### config.mk
export PLATFORM = sky130hd
export DESIGN_NAME = fetch_queue
export DESIGN_NICKNAME = d
export VERILOG_FILES = /design/src/rtl/fetch_queue_pkg.sv /design/src/rtl/fq_storage.sv /design/src/rtl/fetch_queue.sv
export SDC_FILE = /design/constraint.sdc
export NUM_CORES = 1
export LEC_CHECK = 0
export ABC_CLOCK_PERIOD_IN_PS = 3400
export CELL_PAD_IN_SITES_DETAIL_PLACEMENT = 0
export CELL_PAD_IN_SITES_GLOBAL_PLACEMENT = 1
export CORE_MARGIN = 5
export CORE_UTILIZATION = 51
export DETAILED_ROUTE_END_ITERATION = 16
export PLACE_DENSITY = 0.79
export SLEW_MARGIN = 0
export SYNTH_ARGS = -nofsm -noshare
export SYNTH_HDL_FRONTEND = slang
export SYNTH_HIERARCHICAL = 1
export SYNTH_SLANG_ARGS = --single-unit
### constraint.sdc
create_clock -name CLK -period 3.4 [get_ports CLK]
set_input_delay 0.68 -clock CLK [delete_from_list [all_inputs] [get_ports CLK]]
set_output_delay 0.68 -clock CLK [all_outputs]
set_load 0.05 [all_outputs]
### src/rtl/fetch_queue_pkg.sv
// Shared constants for the fetch/decode decoupling queue: reset vector,
// NOP encoding and the bit layout of one queue entry.
package fetch_queue_pkg;

  localparam logic [31:0] RESET_PC  = 32'hBFC00000;
  localparam logic [31:0] NOP_INSTR = 32'h0;

  localparam int FQ_ENTRY_W   = 96;
  localparam int FQ_INSTR_LSB = 64;
  localparam int FQ_PC_LSB    = 32;
  localparam int FQ_PC4_LSB   = 0;

endpackage

### src/rtl/fq_storage.sv
// DEPTH x FQ_ENTRY_W register array: one synchronous write port and one
// combinational read port, cleared by the asynchronous reset.
module fq_storage
  import fetch_queue_pkg::*;
#(
  parameter int DEPTH = 8,
  parameter int PTR_W = 3
) (
  input  logic                  CLK,
  input  logic                  RESET,
  input  logic                  we,
  input  logic [PTR_W-1:0]      waddr,
  input  logic [FQ_ENTRY_W-1:0] wdata,
  input  logic [PTR_W-1:0]      raddr,
  output logic [FQ_ENTRY_W-1:0] rdata
);

  logic [DEPTH-1:0][FQ_ENTRY_W-1:0] mem;

  for (genvar g = 0; g < DEPTH; g++) begin : g_entry
    always_ff @(posedge CLK or negedge RESET) begin
      if (!RESET)
        mem[g] <= '0;
      else if (we && (waddr == PTR_W'(g)))
        mem[g] <= wdata;
    end
  end

  assign rdata = mem[raddr];

endmodule

### src/rtl/fetch_queue.sv
// Fetch-to-decode FIFO: buffers {instr, PC, PC+4}, presents the oldest entry
// to decode, stalls fetch one entry early and drops everything on a redirect.
module fetch_queue
  import fetch_queue_pkg::*;
#(
  parameter int DEPTH = 8,
  parameter int PTR_W = 3
) (
  input  logic             CLK,
  input  logic             RESET,
  input  logic             Enq_Valid_IN,
  input  logic [31:0]      Instr1_IN,
  input  logic [31:0]      Instr_PC_IN,
  input  logic [31:0]      Instr_PC_Plus4_IN,
  input  logic             Flush_IN,
  input  logic             Deq_Ready_IN,
  output logic             STALL_2IF,
  output logic             Valid_OUT,
  output logic [31:0]      Instr1_OUT,
  output logic [31:0]      Instr_PC_OUT,
  output logic [31:0]      Instr_PC_Plus4_OUT,
  output logic [PTR_W:0]   Count_OUT,
  output logic             Overflow_ERR
);

  localparam logic [PTR_W:0] CNT_FULL = (PTR_W+1)'(DEPTH);
  localparam logic [PTR_W:0] CNT_HIGH = (PTR_W+1)'(DEPTH-1);

  logic [PTR_W-1:0]      head, tail;
  logic [PTR_W:0]        count;
  logic                  empty, full, enq, deq, ovf;
  logic [FQ_ENTRY_W-1:0] wdata, rdata;

  assign empty = (count == '0);
  assign full  = (count == CNT_FULL);
  assign deq   = Deq_Ready_IN && !empty && !Flush_IN;
  assign enq   = Enq_Valid_IN && !Flush_IN && (!full || deq);
  assign ovf   = Enq_Valid_IN && !Flush_IN && full && !deq;

  always_comb begin
    wdata = '0;
    wdata[FQ_INSTR_LSB +: 32] = Instr1_IN;
    wdata[FQ_PC_LSB    +: 32] = Instr_PC_IN;
    wdata[FQ_PC4_LSB   +: 32] = Instr_PC_Plus4_IN;
  end

  fq_storage #(.DEPTH(DEPTH), .PTR_W(PTR_W)) u_storage (
    .CLK   (CLK),
    .RESET (RESET),
    .we    (enq),
    .waddr (tail),
    .wdata (wdata),
    .raddr (head),
    .rdata (rdata)
  );

  always_ff @(posedge CLK or negedge RESET) begin
    if (!RESET) begin
      head         <= '0;
      tail         <= '0;
      count        <= '0;
      Overflow_ERR <= 1'b0;
    end else if (Flush_IN) begin
      // redirect wins; stale storage is unreachable once count is zero
      head  <= '0;
      tail  <= '0;
      count <= '0;
    end else begin
      if (deq) head <= head + 1'b1;
      if (enq) tail <= tail + 1'b1;
      count <= count + (PTR_W+1)'(enq) - (PTR_W+1)'(deq);
      if (ovf) Overflow_ERR <= 1'b1;
    end
  end

  // one-entry margin covers the instruction already in fetch's output register
  assign STALL_2IF          = (count >= CNT_HIGH);
  assign Valid_OUT          = !empty;
  assign Instr1_OUT         = empty ? NOP_INSTR : rdata[FQ_INSTR_LSB +: 32];
  assign Instr_PC_OUT       = empty ? 32'h0 : rdata[FQ_PC_LSB +: 32];
  assign Instr_PC_Plus4_OUT = empty ? 32'h0 : rdata[FQ_PC4_LSB +: 32];
  assign Count_OUT          = count;

`ifndef SYNTHESIS
  always @(posedge CLK) begin
    if (RESET) begin
      if (Flush_IN)
        $display("fetch_queue: flush, count %0d -> 0", count);
      if (deq)
        $display("fetch_queue: deq pc %h count %0d", Instr_PC_OUT, count);
      if (enq)
        $display("fetch_queue: enq pc %h count %0d", Instr_PC_IN, count);
      if (ovf)
        $display("fetch_queue: queue full, enqueue of pc %h dropped", Instr_PC_IN);
    end
  end
`endif

endmodule

### Yosys cells after proc, flatten, opt, wreduce, memory -nomap -nowiden

Cells that the tools add are included.

* input bits: 101
* output and inout bits: 103
* word-level logic and storage cells: 61
* flip-flop bits (word level): 779

* eq/ne operators: 8
* bitwise operators: 1
* muxes and demuxes: 10
* add/sub/neg operators: 4
* magnitude comparators: 2
* reduce and logical (&&, ||, !) cells: 24

Operator list (count)
* 96-bit binary-select mux with 3-bit select: 1
* 32-bit 2-to-1 mux: 3
* 96-bit 2-to-1 mux: 1
* 1-bit logical AND: 14
* 3-bit equality test (second input constant): 4
* 3-bit 2-to-1 mux: 4
* 3-bit by 1-bit adder with 3-bit output (second input constant): 2
* 3-bit by 2-bit equality test with 1-bit output (second input constant): 2
* 4-bit by 1-bit adder with 4-bit output: 1
* 4-bit equality test (second input constant): 1
* 4-bit by 3-bit greater-or-equal comparator with 1-bit output (second input constant): 1
* 1-bit zero test: 4
* 4-bit zero test: 1
* 3-bit by 4-bit less-than comparator with 1-bit output (second input constant): 1
* 4-bit 2-to-1 mux: 1
* 2-bit nonzero test: 2
* 4-bit by 1-bit subtractor with 4-bit output: 1
* 3-bit by 1-bit equality test with 1-bit output (second input constant): 1
* 3-bit zero test: 1
* 2-bit AND reduction: 1
* 1-bit logical OR: 1
* 1-bit inverter: 1

### Longest topological paths before layout

* word-level depth: 9
* depth in mapped cells: 11
* depth with buffers taken out: 10

### Modules after synthesis

The synthesis kept the hierarchy.

By module, submodules not included
* fq_storage: area an instance 34229.1 um^2, cells each 1973, times used 1, seq. area each 19218.4 um^2
* fetch_queue: area an instance 1390.1 um^2, cells each 174, times used 1, seq. area each 275.3 um^2

### Worst setup path before layout

No wires, ideal clock.

* path type: register -> output
* from: register count[2] (netlist: Count_OUT[2])
* to: output port Instr_PC_Plus4_OUT[22]
* setup slack: 296 ps
* cell stages (with the launch flop): 7
* buffers on the path: 1
* arrival time: 2424 ps
* required time: 2720 ps
* path through: dfrtp_1 -> inv_1 -> ha_1 -> nor3b_4 -> inv_2 -> clkbuf_1 -> and2_1

* word-level cells in the longest chain between the ends: 2

RTL lines
* from (decl): RTL line fetch_queue.sv:30 `logic [PTR_W:0] count;`
* from (signal assigned): RTL line fetch_queue.sv:71 `count <= count + (PTR_W+1)'(enq) - (PTR_W+1)'(deq);`
* 4-bit zero test: RTL line fetch_queue.sv:34 `assign empty = (count == '0);`
* 32-bit 2-to-1 mux: RTL line fetch_queue.sv:81 `assign Instr_PC_Plus4_OUT = empty ? 32'h0 : rdata[FQ_PC4_LSB +: 32];`
* to (decl): RTL line fetch_queue.sv:21 `output logic [31:0] Instr_PC_Plus4_OUT,`

No other way between the ends.

### Worst setup path after layout

* from: register head[0]
* to: output port Instr_PC_Plus4_OUT[22]

* word-level cells in the longest chain between the ends: 3

RTL lines
* from (decl): RTL line fetch_queue.sv:29 `logic [PTR_W-1:0] head, tail;`
* from (signal assigned): RTL line fetch_queue.sv:69 `if (deq) head <= head + 1'b1;`
* 96-bit binary-select mux with 3-bit select: RTL line fq_storage.sv:29 `assign rdata = mem[raddr];`
* 96-bit 2-to-1 mux (implied by the code): RTL line fq_storage.sv:29
* net rdata[22]: RTL line fetch_queue.sv:32 `logic [FQ_ENTRY_W-1:0] wdata, rdata;`
* 32-bit 2-to-1 mux: RTL line fetch_queue.sv:81

The timed path passes the listed nets, and every way through them passes these cells. The select of a mux whose other input is x is not followed.

==> results.py <==
metrics = {
    "floorplanning": {
        "die_h_microns": 274.3,
        "die_area_sq_um": 75230,
        "core_sq_um": 68950,
        "start_util_pct": 51.66,
        "num_io_pins": 204,
        "die_x_microns": 274.3,
        "fp-row-count": 96,
    },
    "clock_network": {
        "root_buffer": "clkbuf_16",
        "cts_tree": "built",
        "hold_buffers": 0,
        "cts_inserted_buffers": 84,
        "clock-sinks": 779,
        "cts_max_path_buffers": 3,
        "htreeDepth": 3,
        "clk_pin_slew_ns": 0.06,
        "clk_latency_ns": 0.61,
    },
    "power": {
        "peakVddDrop_v": 0.0006766,
        "power.share.combinational_pct": 38.2,
        "p_leak_nw": 19.40,
        "powerDensity_nw_per_um2": 838.9,
        "intPower_mw": 24.08,
        "finalPower_mw": 35.67,
        "switching_share_pct": 32.49,
        "p_switching_mw": 11.59,
        "pwr-share-clk_pct": 25.7,
        "seqPwrFrac_pct": 36.1,
    },
    "final_layout": {
        "layout.nets": 2502,
        "area_delta_synth_final_pct": 19.38,
        "final_cells": 3392,
        "final_util_pct": 61.67,
        "multi_input_area_sq_um": 15300,
        "fillers": 5118,
        "fin_area_sq_um": 42520,
        "drive_gt1_share_pct": 56.69,
        "seqCellArea_sq_um": 19510,
    },
    "route": {
        "drt-total-wl_mm": 82.82,
        "avgRoutedWirePerCell_microns": 24.42,
        "post-route-drc-count": 0,
        "drt_pre_antenna_iters": 4,
        "drtIter0Drc": 1109,
        "via_per_inst": 5.830,
        "dr_total_vias": 19780,
        "final_antenna_net_count": 0,
    },
    "synth": {
        "ys_ff_latch": 779,
        "yosysSeqAreaShare_pct": 54.73,
        "synth_cell_types": 35,
        "syn_inst": 2147,
        "netlist_area_sq_um": 35620,
        "syn_avg_cell_area_sq_um": 16.59,
        "yosys_warnings": 6,
        "synth_nets": 2257,
    },
    "worst_setup_path": {
        "critPathKind": "reg -> out",
        "cp_data_arrival_time_ns": 2.70,
        "cp_slowest_cell": "mux4_2",
        "path_cells": "buf_16 > buf_6 > mux4_2 > mux2_2 > and2_1 > buf_4",
        "r2r_cells": 9,
        "reg2reg_to": "u_storage/mem[691]$_DFFE_PN0P_",
        "worst_path_largest_cell_delay_ns": 0.52,
        "end_kind": "primary output",
        "required_ns": 2.72,
        "r2r-start": "Count_OUT[2]$_DFF_PN0_",
        "start_kind": "flop",
        "reg2reg_setup_slack_ns": 0.52,
        "cp_max_fo": 9,
    },
    "worst_hold_path": {
        "hold_class": "in -> async",
    },
    "global_route": {
        "grt_max_degree": 97,
        "grt_pass1_wl_mm": 133.3,
        "antenna_found_initial": 10,
        "track_usage_pct": 22.74,
        "grt_pass1_vias": 22480,
        "grt_overflow_total": 0,
    },
    "timing": {
        "skew_ns": 0.01030,
        "slew_viol_final": 0,
        "fin_crit_sh_pct": 99.27,
        "setup_violations": 0,
        "rsz0062_at_grt": "true",
        "slew_headroom_pct": 56.69,
        "clock.fmax_mhz": 296.3,
        "min_period_ns": 3.375,
        "final-hold-violation-count": 0,
        "worst_pin_slew_ns": 0.6497,
    },
    "placed_design": {
        "routabilityCongestion": 0.7319,
        "dp_hpwl_mm": 49.48,
        "placed_cell_area_sq_um": 39070,
        "dp_cells": 3220,
        "io_buffers": 203,
    },
    "outcome": {
        "status": "completed",
    },
    "flow_run": {
        "max_cap_violations": 0,
    },
}
[worst max-delay path: cells and delay by family, from the launching register on]
family | cells | cell delay [ns]
buffers and inverters | 3 | 0.58
muxes | 2 | 0.80
and+or+nand+nor | 1 | 0.18
DFF | 1 | 0.51
[layout make-up]
cell class | count | share of cell area [%]
inverter | 6 | 0.05591
tap | 931 | 2.740
sequential | 779 | 45.87
clock buffer | 126 | 5.988
timing repair buffer | 311 | 8.745
multi-input combinational | 1210 | 35.99
antenna | 9 | 0.05297
clock inverter | 20 | 0.5561
[power by group through the flow]
stage	Combinational, mW	Sequential [mW]	Clock, mW
6_report	13.6	12.9	9.16
5_1_grt	14.5	13.2	9.78
4_1_cts	13.4	12.9	9.40
3_5_place_dp	12.9	13.0	0
3_3_place_gp	12.6	12.8	0
2_1_floorplan	9.48	12.6	0
[worst max-delay path by stage]
stage,depth (start not counted),end,startpoint,slack [ns]
after floorplan,6,Instr_PC_Plus4_OUT[22],Count_OUT[2]$_DFF_PN0_,0.30
after global placement,9,u_storage/mem[417]$_DFFE_PN0P_,Deq_Ready_IN,0.10
after detailed placement,9,u_storage/mem[432]$_DFFE_PN0P_,Deq_Ready_IN,0.05
after CTS,6,Instr1_OUT[28],head[0]$_DFFE_PN0P_,-0.03
after global routing,7,Instr1_OUT[16],head[0]$_DFFE_PN0P_,-0.05
final,6,Instr_PC_Plus4_OUT[22],head[0]$_DFFE_PN0P_,0.02
[placed cells by master, fill, tap and decap left out, types with 2 or more instances in the layout]
| cell | instances |
|---|---|
| mux2_2 | 818 |
| dfrtp_1 | 776 |
| mux4_2 | 192 |
| clkdlybuf4s50_1 | 105 |
| clkbuf_16 | 90 |
| buf_4 | 83 |
| and2_1 | 73 |
| buf_6 | 56 |
| buf_12 | 52 |
| mux2_1 | 42 |
| and2_4 | 24 |
| clkbuf_1 | 19 |
| clkbuf_8 | 18 |
| clkinv_2 | 12 |
| buf_16 | 11 |
| diode_2 | 9 |
| ha_1 | 8 |
| mux2_4 | 8 |
| inv_1 | 5 |
| nor2_1 | 5 |
| nor2b_1 | 5 |
| a21oi_1 | 5 |
| bufinv_16 | 5 |
| nand2_1 | 4 |
| nand3_1 | 3 |
| clkinvlp_4 | 3 |
| dfrtp_4 | 3 |
| buf_8 | 3 |
| nand4b_1 | 3 |
| nor4bb_4 | 3 |
| nor3b_4 | 2 |
| o21ai_0 | 2 |
[registers in the layout, summed over array words and instances (netlist names)]
register / flops
Count_OUT: 4
Overflow_ERR: 1
tail: 3
head: 3
u_storage/mem: 768
[per-layer routing]
metal | vias up | GRT usage (%) | part of all wire (%)
met5 | - | 0 | 0.016
met4 | 2 | 5.509 | 1.5
met3 | 86 | 3.833 | 4.1
met2 | 325 | 38.23 | 51
met1 | 10890 | 31.34 | 44
li1 | 8475 | - | -
[cells by family after synthesis]
family          share of synthesized area [%]
flops                                   54.73
xor+xnor                              0.02459
simple gates                            2.382
fa+ha+maj                              0.3372
mux                                     39.61
buf+inv                                 2.687
compound gates                         0.2318
[cell usage after synthesis (all sizes together)]
cell type	count	area, sq um
a41o	1	11.26
a21o	1	7.510
xnor2	1	8.760
mux2	868	9774
nor2b	5	31.28
clkbuf	23	86.33
nor4b	1	23.77
nand2	4	15.01
inv	6	22.52
nand3	3	15.01
ha	8	100.1
dfrtp	779	19490
a21oi	5	25.02
mux4	192	4324
nand4b	3	26.28
or3b	1	11.26
fa	1	20.02
a21boi	1	18.77
and2b	1	8.760
and2	97	606.8
o21ai	2	10.01
nor2	5	18.77
nor3b	2	37.54
or3	1	6.260
nand4	1	6.260
or4	1	11.26
buf	129	848.3
mux2i	1	10.01
nor4bb	3	30.03
a21bo	1	10.01
[repair_timing]
item / CTS / global route
gates cloned: 5 / 1
endpoints found under the setup margin: 89 / 57
resized for setup: 52 / 54
setup buffers: 10 / 1
[per-stage QoR]
step / hold slack [ns] / setup slack [ns] / TNS, ns
finish: 0.07468 / 0.02466 / 0
global route: 0.09270 / -0.05095 / -0.5601
detailed placement: 0.4742 / 0.04895 / 0
floorplan: 0.3844 / 0.2957 / 0
CTS: 0.05300 / -0.03335 / -0.09360
global placement: 0.4631 / 0.1025 / 0
Note: power is estimated with default switching activity, not from simulation.
